$ cat config.mk
export PLATFORM = sky130hd
export DESIGN_NAME = mem_port_arbiter
export DESIGN_NICKNAME = d
export VERILOG_FILES = /design/src/rtl/mem_port_arbiter_pkg.sv /design/src/rtl/mem_port_arbiter.sv
export SDC_FILE = /design/constraint.sdc
export NUM_CORES = 1
export LEC_CHECK = 0
export CELL_PAD_IN_SITES_DETAIL_PLACEMENT = 1
export CELL_PAD_IN_SITES_GLOBAL_PLACEMENT = 2
export CORE_MARGIN = 8
export CORE_UTILIZATION = 28
export CTS_BUF_LIST = sky130_fd_sc_hd__clkbuf_4 sky130_fd_sc_hd__clkbuf_8
export DETAILED_ROUTE_END_ITERATION = 16
export GPL_TIMING_DRIVEN = 0
export PLACE_DENSITY = 0.93
export SYNTH_ARGS = -nofsm -noshare
export SYNTH_HDL_FRONTEND = slang
export SYNTH_SLANG_ARGS = --single-unit
$ cat constraint.sdc
create_clock -name clk -period 9.4 [get_ports clk]
set_input_delay 2.35 -clock clk [delete_from_list [all_inputs] [get_ports clk]]
set_output_delay 2.35 -clock clk [all_outputs]
set_load 0.05 [all_outputs]
$ cat src/rtl/mem_port_arbiter_pkg.sv
// Shared types and default bus widths for the fetch/data memory-port arbiter.
package mem_arb_pkg;

    localparam int unsigned DEF_ADDR_W = 32;
    localparam int unsigned DEF_DATA_W = 32;

    typedef enum logic [1:0] {
        IDLE   = 2'd0,
        D_BUSY = 2'd1,
        I_BUSY = 2'd2
    } arb_state_e;

endpackage

$ cat src/rtl/mem_port_arbiter.sv
// Arbitrates one single-ported memory between instruction fetch and data access.
// Data has priority; a saturating streak counter bounds fetch starvation.
module mem_port_arbiter
    import mem_arb_pkg::*;
#(
    parameter int unsigned ADDR_W       = DEF_ADDR_W,
    parameter int unsigned DATA_W       = DEF_DATA_W,
    parameter int unsigned STARVE_LIMIT = 4
) (
    input  logic              clk,
    input  logic              rst,
    input  logic              i_req,
    input  logic [ADDR_W-1:0] i_addr,
    output logic              i_valid,
    output logic [DATA_W-1:0] i_rdata,
    input  logic              d_req,
    input  logic              d_we,
    input  logic [ADDR_W-1:0] d_addr,
    input  logic [DATA_W-1:0] d_wdata,
    output logic              d_valid,
    output logic [DATA_W-1:0] d_rdata,
    output logic              m_req,
    output logic              m_we,
    output logic [ADDR_W-1:0] m_addr,
    output logic [DATA_W-1:0] m_wdata,
    input  logic              m_ready,
    input  logic [DATA_W-1:0] m_rdata,
    output logic              busy
);

    localparam int unsigned SW = $clog2(STARVE_LIMIT + 1);

    arb_state_e        state_q, state_d;
    logic              m_req_q, m_req_d;
    logic              m_we_q, m_we_d;
    logic [ADDR_W-1:0] m_addr_q, m_addr_d;
    logic [DATA_W-1:0] m_wdata_q, m_wdata_d;
    logic              i_valid_q, i_valid_d;
    logic              d_valid_q, d_valid_d;
    logic [DATA_W-1:0] i_rdata_q, i_rdata_d;
    logic [DATA_W-1:0] d_rdata_q, d_rdata_d;
    logic [SW-1:0]     streak_q, streak_d;
    logic              busy_q, busy_d;

    // A requester seeing its valid this cycle still holds a stale req; ignore it.
    logic i_req_eff, d_req_eff, starved;
    assign i_req_eff = i_req & ~i_valid_q;
    assign d_req_eff = d_req & ~d_valid_q;
    assign starved   = (streak_q >= SW'(STARVE_LIMIT));

    always_ff @(posedge clk or posedge rst) begin
        if (rst) begin
            state_q   <= IDLE;
            m_req_q   <= 1'b0;
            m_we_q    <= 1'b0;
            m_addr_q  <= '0;
            m_wdata_q <= '0;
            i_valid_q <= 1'b0;
            d_valid_q <= 1'b0;
            i_rdata_q <= '0;
            d_rdata_q <= '0;
            streak_q  <= '0;
            busy_q    <= 1'b0;
        end else begin
            state_q   <= state_d;
            m_req_q   <= m_req_d;
            m_we_q    <= m_we_d;
            m_addr_q  <= m_addr_d;
            m_wdata_q <= m_wdata_d;
            i_valid_q <= i_valid_d;
            d_valid_q <= d_valid_d;
            i_rdata_q <= i_rdata_d;
            d_rdata_q <= d_rdata_d;
            streak_q  <= streak_d;
            busy_q    <= busy_d;
        end
    end

    always_comb begin
        state_d   = state_q;
        m_req_d   = m_req_q;
        m_we_d    = m_we_q;
        m_addr_d  = m_addr_q;
        m_wdata_d = m_wdata_q;
        i_valid_d = 1'b0;
        d_valid_d = 1'b0;
        i_rdata_d = i_rdata_q;
        d_rdata_d = d_rdata_q;
        streak_d  = streak_q;

        case (state_q)
            IDLE: begin
                if (d_req_eff && (!starved || !i_req_eff)) begin
                    state_d   = D_BUSY;
                    m_req_d   = 1'b1;
                    m_we_d    = d_we;
                    m_addr_d  = d_addr;
                    m_wdata_d = d_wdata;
                    if (!i_req_eff) begin
                        streak_d = '0;
                    end else if (!starved) begin
                        streak_d = streak_q + SW'(1);
                    end
                end else if (i_req_eff) begin
                    state_d  = I_BUSY;
                    m_req_d  = 1'b1;
                    m_we_d   = 1'b0;
                    m_addr_d = i_addr;
                    streak_d = '0;
                end
            end
            D_BUSY: begin
                if (m_ready) begin
                    state_d   = IDLE;
                    m_req_d   = 1'b0;
                    m_we_d    = 1'b0;
                    d_valid_d = 1'b1;
                    if (!m_we_q) begin
                        d_rdata_d = m_rdata;
                    end
                end
            end
            I_BUSY: begin
                if (m_ready) begin
                    state_d   = IDLE;
                    m_req_d   = 1'b0;
                    i_valid_d = 1'b1;
                    i_rdata_d = m_rdata;
                end
            end
            default: begin
                state_d = IDLE;
                m_req_d = 1'b0;
                m_we_d  = 1'b0;
            end
        endcase

        busy_d = (state_d != IDLE);
    end

    assign m_req   = m_req_q;
    assign m_we    = m_we_q;
    assign m_addr  = m_addr_q;
    assign m_wdata = m_wdata_q;
    assign i_valid = i_valid_q;
    assign d_valid = d_valid_q;
    assign i_rdata = i_rdata_q;
    assign d_rdata = d_rdata_q;
    assign busy    = busy_q;

endmodule
==> results.md, run 1 <==
- Die width: 158 um
- Starting Density: 0.282
- Critical path's top delay family: buffers and inverters
- Outcome: finished clean
- Syn Area/Cell: 13.0 um^2
- FMAX: 250 MHz
- CTS tree: built
- Total Negative Setup Slacks: 0 ps
- LEAKAGE: 3.83 nW
- First-pass GRT wire length: 28900 um
- Clock Skew: 13.1 ps
- Max-Cap Viols: 0
- Clock transition at path regs: 80 ps
- Startpoint types: flop
- Post_cts resized: 0
- Rows: 52
- Antenna violations before repair: 1
- Final period util: 0.425
- Post-CTS Setup Bufs: 0
- Antenna viol nets, final: 0
- TritonCTS buffer count: 17
- Register area share after synthesis: 0.613
- Rel. slew slack: 0.580
- Drt total wl: 18900 um
- RSZ-0062 raised after global routing: false
- Slew Viols, Final: 0
- Vias in the first global route: 5068
- CTS Root Cell: clkbuf_8
- Fin. Hold Viols: 0
- Crit path kind: reg2out
- Drt wl/cell: 18.9 um
- Post-DP Area: 8670 um^2
- Crit end category: output pin
- WP data required: 7050 ps
- Die ar.: 24900 um^2
- Mapped Cells: 432
- Insertion delay to the later sink of the worst-skew pair: 430 ps
- CTS Buffer Depth: 2
- Hold_buf cts: 0
- First DRT Iteration DRCs: 125
- Hold slack: 504 ps
- CTS sink count: 138
- Arr. time, crit path: 1650 ps
- Post-route DRC: 0
- Seq cells post-synth: 138
- Placed Instances: 969
- Die height: 158 um
- Total power: 0.00398 W
- Final worst path period need: 4000 ps
- Vias: 4442
- Slowest CP cell: clkdlybuf4s50_1
- I/O pin cnt: 267
- YS warnings: 0
- Routability congestion estimate from global placement: 0.806
- Dpl hpwl: 14300 um
- Critical-path maximum fanout: 2
- All-Layer GR Usage: 0.152
- Final Instance Count excl. Fillers: 1000
- Post-Synthesis Net Count: 571
- Drt pass-1 iters: 4
- Area Overhead vs Synth: 60.8%
- Cell area after synthesis: 5640 um^2
- Diode count: 0
- Layout cells sized above 1: 0.211
- Final setup vio count: 0
- P per Cell Area: 439 nW/um^2
- Crit path cell chain: clkdlybuf4s50_1
- Crit-path max cell delay: 860 ps
- Peak VDD IR: 0.000218 V
- HP Class: reg2reg
- Port buffer count: 266
- Via-per-instance ratio: 4.44
- H-tree levels: 4
- Worst R2R Setup Slack: 7450 ps
- Gr ovfl total: 0
- Pin count of the biggest net entering global routing: 76
- Final net count: 857
- Final Cell Area: 9060 um^2
- Synth unique cells: 30
- Worst-Margin Slew: 631 ps
- Critical path buffers and inverters: 1
- Core box area: 20000 um^2
## layout make-up
| class | count | area [um^2] |
|---|---|---|
| fill | 2157 | 10900 |
| sequential | 138 | 3450 |
| buffer | 24 | 138 |
| clock inverter | 13 | 144 |
| multi-input combinational | 264 | 2020 |
| clock buffer | 18 | 248 |
| timing repair buffer | 267 | 2690 |
| tap | 270 | 338 |
| inverter | 6 | 27.5 |
## path summary, 6_finish.rpt
kind	startpoint	endpoint	cells past startpoint
worst max-delay path	i_rdata[29]	i_rdata[29]	1
worst min-delay path	streak_q[1]	streak_q[1]	1
worst max register to register	state_q[0]	m_wdata[23]	7
worst min register to register	streak_q[1]	streak_q[1]	1
max in group asynchronous	rst	m_addr[20]	3
min in group asynchronous	rst	m_wdata[20]	2
## power breakdown
part	internal (W)	switching (W)
Combinational	0.000893	0.00154
Clock	0.000243	0.000245
Sequential	0.000896	0.000159
## cell families after synthesis
logic type / after synthesis / share of synthesized area
compound gates: 77 / 0.0757
fa+ha+maj: 5 / 0.0111
mux: 97 / 0.211
flops: 138 / 0.613
simple gates: 85 / 0.0611
buf+inv: 30 / 0.0284
## through the flow
step,setup WS (ps),util
after floorplan,3350,-
after global placement,1070,0.432
after detailed placement,5310,0.434
after CTS,5350,0.454
after global routing,5330,0.454
final,5400,0.454
## registers in the layout, summed over array words and instances, names as in the netlist
signal / flops
streak_q: 3
d_rdata: 32
d_valid: 1
i_rdata: 32
m_addr: 32
m_wdata: 32
state_q: 2
m_req: 1
i_valid: 1
m_we: 1
busy: 1
## synthesized netlist by cell type
cell,instances,area share
buf_4,1,0.0013
o21a_1,1,0.0013
nand3b_1,1,0.0013
and2b_4,1,0.0018
mux2i_1,1,0.0018
a32o_1,1,0.0018
o21ai_0,3,0.0027
nand2b_1,1,0.0011
and3_1,1,0.0011
a32oi_1,1,0.0016
a211oi_2,1,0.0022
a21oi_2,1,0.0016
nand4_1,1,0.0011
nand2_1,41,0.027
buf_6,3,0.0060
a21oi_1,65,0.058
a221oi_1,1,0.0016
ha_1,5,0.011
inv_1,6,0.0040
mux2_2,70,0.14
o21ai_1,1,0.00089
dfrtp_1,138,0.61
o21ai_4,1,0.0029
buf_2,17,0.015
nor2_1,36,0.024
and2_1,1,0.0011
o2bb2ai_1,1,0.0016
clkbuf_1,3,0.0020
nor2b_1,2,0.0022
mux2_4,26,0.069
## placed cells by master, fill, tap and decap left out, types with 3 or more instances in the layout
cell type | netlist | layout
a21oi_1 | 65 | 65
buf_2 | 17 | 17
buf_6 | 3 | 3
clkbuf_1 | 3 | 3
clkbuf_8 | 0 | 18
clkdlybuf4s50_1 | 0 | 266
clkinv_4 | 0 | 3
clkinvlp_4 | 0 | 4
dfrtp_1 | 138 | 138
ha_1 | 5 | 5
inv_1 | 6 | 5
inv_6 | 0 | 3
mux2_2 | 70 | 70
mux2_4 | 26 | 26
nand2_1 | 41 | 41
nor2_1 | 36 | 36
o21ai_0 | 3 | 3
## per-layer routing
| layer | wire, um | vias up | GRT usage |
|---|---|---|---|
| met1 | 7330 | 2180 | 0.168 |
| met2 | 8940 | 186 | 0.250 |
| met3 | 2340 | 18 | 0.0773 |
| li1 | - | 2056 | - |
| met4 | 230 | 2 | 0.0449 |
| met5 | 13 | - | 0 |
(Power assumes the default switching activity.)
==> run 2: changes to the inputs <==
Settings changed: CORE_UTILIZATION 28 to 26, PLACE_DENSITY 0.93 to 0.87.
Clock period 9.4 ns to 4.1 ns, I/O delays scaled along.
==> results.md, run 2 (same netlist as run 1, synthesis figures left out) <==
- Outcome: finished clean
- Startpoint types: flop
- Drt total wl: 18900 um
- Commonest non-fill, non-tap cells in the layout: 266 x clkdlybuf4s50_1, 138 x dfrtp_1, 70 x mux2_2
- Clock Skew: 12.9 ps
- Post-CTS Setup Bufs: 0
- All-Layer GR Usage: 0.143
- Die height: 163 um
- Register area: 3450 um^2
- Antenna viol nets, final: 0
- Final core utilization: 0.424
- Antenna violations before repair: 0
- Routed wl met2: 9190 um
- Post_cts resized: 0
- Core box area: 21600 um^2
- Post-route DRC: 0
- Slew Viols, Final: 0
- CTS sink count: 138
- Vias in the first global route: 5153
- Arr. time, crit path: 1660 ps
- Layout cells sized above 1: 0.215
- Metal3 WL: 2130 um
- Critical path buffers and inverters: 1
- P per Cell Area: 1000 nW/um^2
- Diode count: 0
- Final net count: 860
- Commonest non-fill, non-tap cell in the layout: clkdlybuf4s50_1
- WP data required: 3070 ps
- CTS tree: built
- Final setup vio count: 0
- Critical-path maximum fanout: 3
- Crit end category: output pin
- Routability congestion estimate from global placement: 0.727
- Die ar.: 26600 um^2
- Area of the multi-input gates: 2020 um^2
- Max-Cap Viols: 0
- Via-per-instance ratio: 4.38
- Insertion delay to the later sink of the worst-skew pair: 440 ps
- Die width: 163 um
- HP Class: reg2reg
- I/O pin cnt: 267
- First DRT Iteration DRCs: 112
- Wire length on met1: 7370 um
- Rel. slew slack: 0.605
- LEAKAGE: 3.87 nW
- Starting Density: 0.261
- Total power: 0.00917 W
- CTS Buffer Depth: 2
- Crit path cell chain: clkdlybuf4s50_1
- Pin count of the biggest net entering global routing: 36
- TritonCTS buffer count: 17
- Vias: 4440
- Drt wl/cell: 18.6 um
- CTS Root Cell: clkbuf_8
- Area Overhead vs Synth: 62.3%
- FMAX: 372 MHz
- Fin. Hold Viols: 0
- Clock transition at path regs: 80 ps
- Gr ovfl total: 0
- First-pass GRT wire length: 29400 um
- Critical path's top delay family: buffers and inverters
- Top Metal Used: met4
- RSZ-0062 raised after global routing: false
- Port buffer count: 266
- Final period util: 0.656
- Worst-Margin Slew: 590 ps
- H-tree levels: 4
- Hold_buf cts: 0
- Rows: 54
- Final worst path period need: 2690 ps
- Slowest CP cell: clkdlybuf4s50_1
- Peak VDD IR: 0.000461 V
- Layout filler cell count: 2322
- Drt pass-1 iters: 4
- Crit path kind: reg2out
- Dpl hpwl: 14700 um
- Crit-path max cell delay: 850 ps
## run 2: cell count changes in the layout (fill, tap and decap cells not counted)
cell / previous run / this run
buf_12: 0 / 4
clkinv_2: 2 / 0
inv_8: 0 / 1
clkbuf_8: 18 / 19
inv_6: 3 / 6
buf_16: 1 / 0
clkinv_4: 3 / 1
## run 2: metrics by stage
step | hold slack (ps) | TNS [ps] | cell area, um^2 | setup slack, ps | cells
4_1_cts | 494 | 0 | 9150 | 1340 | 1014
2_1_floorplan | 450 | 0 | 5640 | 1350 | 432
5_1_grt | 512 | 0 | 9150 | 1330 | 1014
3_5_place_dp | 480 | 0 | 8730 | 1330 | 982
6_report | 487 | 0 | 9150 | 1410 | 1014
3_3_place_gp | 475 | -12400 | 8650 | -103 | 978
## run 2: final cells by class
cell class                      instances  area share
Sequential cell                       138       0.377
Timing Repair Buffer                  270       0.300
Multi-Input combinational cell        264       0.221
Tap cell                              280      0.0383
Clock buffer                           19      0.0286
Clock inverter                         13      0.0170
Buffer                                 24      0.0150
Inverter                                6     0.00287
## run 2: worst reg2reg max path, delay by kind of cell, from the launching register on
family        cells  cell delay [ps]
fa+ha+maj         1              140
buf+inv           4              710
mux               1              320
flops             1              450
simple gates      1              180
## run 2: metal layers
metal | global-route usage | up-vias
met3 | 0.0711 | 10
li1 | - | 2059
met1 | 0.158 | 2209
met4 | 0.0379 | 0
met5 | 0 | -
met2 | 0.239 | 162
## run 2: power by group
| group | internal, W | total (W) | leakage, nW | switching (W) |
|---|---|---|---|---|
| logic | 0.00205 | 0.00557 | 2.04 | 0.00352 |
| clock network | 0.000591 | 0.00119 | 0.203 | 0.000595 |
| registers | 0.00205 | 0.00241 | 1.63 | 0.000360 |
## run 2: worst paths after layout
| path | cells after the start | startpoint | slack (ps) | to |
|---|---|---|---|---|
| min reg2reg | 1 | streak_q[0] | 490 | streak_q[0] |
| min in group asynchronous | 2 | rst | 890 | m_wdata[15] |
| max | 1 | d_valid | 1410 | d_valid |
| max in group asynchronous | 5 | rst | 2220 | i_rdata[25] |
| min | 1 | streak_q[0] | 490 | streak_q[0] |
| max reg2reg | 7 | state_q[0] | 2210 | m_wdata[16] |
==> run 3: changes to the inputs <==
Settings changed: CORE_UTILIZATION 26 to 23, PLACE_DENSITY 0.87 to 0.82.
Clock period 4.1 ns to 2.4 ns, I/O delays scaled along.
==> results.md, run 3 (same netlist as run 1, synthesis figures left out) <==
- Crit-path max cell delay: 870 ps
- Crit path cell chain: clkdlybuf4s50_1
- CTS sink count: 138
- Crit end category: output pin
- LEAKAGE: 3.87 nW
- Drt pass-1 iters: 4
- Diode count: 0
- Starting Density: 0.233
- Placed Instances: 1025
- Total power: 0.0158 W
- Rel. slew slack: 0.459
- Peak VDD IR: 0.000868 V
- WP data required: 1800 ps
- Area Overhead vs Synth: 63.0%
- Fin. Hold Viols: 0
- Worst-Margin Slew: 810 ps
- TritonCTS buffer count: 17
- Clock transition at path regs: 90 ps
- Dpl hpwl: 15400 um
- Final net count: 859
- Die width: 173 um
- Die height: 173 um
- CTS tree: built
- Drt wl/cell: 19.1 um
- Routability congestion estimate from global placement: 0.720
- Critical path's top delay family: buffers and inverters
- I/O pin cnt: 267
- CTS Root Cell: clkbuf_8
- Post-DP Area: 8770 um^2
- Post-CTS Setup Bufs: 0
- Commonest non-fill, non-tap cell in the layout: clkdlybuf4s50_1
- First DRT Iteration DRCs: 160
- FMAX: 435 MHz
- Final worst path period need: 2300 ps
- First-pass GRT wire length: 31600 um
- Vias: 4467
- Final period util: 0.957
- Outcome: finished clean
- Insertion delay to the later sink of the worst-skew pair: 450 ps
- Final Cell Area: 9190 um^2
- Antenna viol nets, final: 0
- Layout cells sized above 1: 0.214
- Layout filler cell count: 2605
- Via-per-instance ratio: 4.23
- Critical-path maximum fanout: 3
- Post_cts resized: 0
- H-tree levels: 4
- Pin count of the biggest net entering global routing: 39
- Final setup vio count: 0
- Startpoint types: flop
- Core box area: 24200 um^2
- All-Layer GR Usage: 0.135
- Gr ovfl total: 0
- Slew Viols, Final: 0
- Critical path buffers and inverters: 1
- P per Cell Area: 1720 nW/um^2
- CTS Buffer Depth: 2
- Hold_buf cts: 0
- Port buffer count: 266
- Crit path kind: reg2out
- Rows: 57
- HP Class: reg2reg
- Slowest CP cell: clkdlybuf4s50_1
- Drt total wl: 20200 um
- Post-route DRC: 0
- RSZ-0062 raised after global routing: false
- Final Instance Count excl. Fillers: 1057
- Die ar.: 29800 um^2
- Clock Skew: 19.1 ps
- Max-Cap Viols: 0
- Commonest non-fill, non-tap cells in the layout: 266 x clkdlybuf4s50_1, 138 x dfrtp_1, 70 x mux2_2
- Vias in the first global route: 5130
- Arr. time, crit path: 1700 ps
- Antenna violations before repair: 0
==> run 3: per-stage QoR <==
stage	util	setup slack (ps)	TNS, ps	hold slack, ps
CTS	0.380	7.38	0	503
global route	0.380	3.13	0	513
floorplan	-	78.9	0	450
detailed placement	0.363	0.989	0	487
finish	0.380	104	0	499
global placement	0.360	-1430	-195250	476
==> run 3: where the power goes <==
| group | leakage (nW) | internal [W] | total, W | switching [W] |
|---|---|---|---|---|
| sequential | 1.63 | 0.00351 | 0.00414 | 0.000637 |
| combinational | 2.03 | 0.00350 | 0.00957 | 0.00607 |
| clock | 0.208 | 0.000971 | 0.00205 | 0.00108 |
| total | 3.87 | 0.00798 | 0.0158 | 0.00779 |
==> run 3: layer usage <==
| metal | part of all wire | routed length, um | GRT usage |
|---|---|---|---|
| met3 | 0.11 | 2150 | 0.0714 |
| met2 | 0.46 | 9310 | 0.215 |
| met4 | 0.0078 | 157 | 0.0326 |
| met1 | 0.42 | 8570 | 0.159 |
| met5 | 0 | 0 | 0 |
==> run 3: layout make-up <==
cell class | instances | area, um^2 | share of cell area
Multi-Input combinational cell | 264 | 2020 | 0.220
Timing Repair Buffer | 269 | 2720 | 0.296
Clock inverter | 15 | 185 | 0.0202
Sequential cell | 138 | 3450 | 0.376
Tap cell | 324 | 405 | 0.0441
Inverter | 6 | 26.3 | 0.00286
Buffer | 24 | 138 | 0.0150
Clock buffer | 17 | 234 | 0.0255
==> run 3: final timing paths <==
check	from	to	slack, ps	cells past startpoint
setup / recovery	i_valid	i_valid	100	1
hold / removal	streak_q[0]	streak_q[0]	500	1
setup reg to reg	state_q[0]	m_wdata[18]	490	7
hold reg to reg	streak_q[0]	streak_q[0]	500	1
max in group asynchronous	rst	m_addr[6]	790	4
min in group asynchronous	rst	d_rdata[17]	650	2
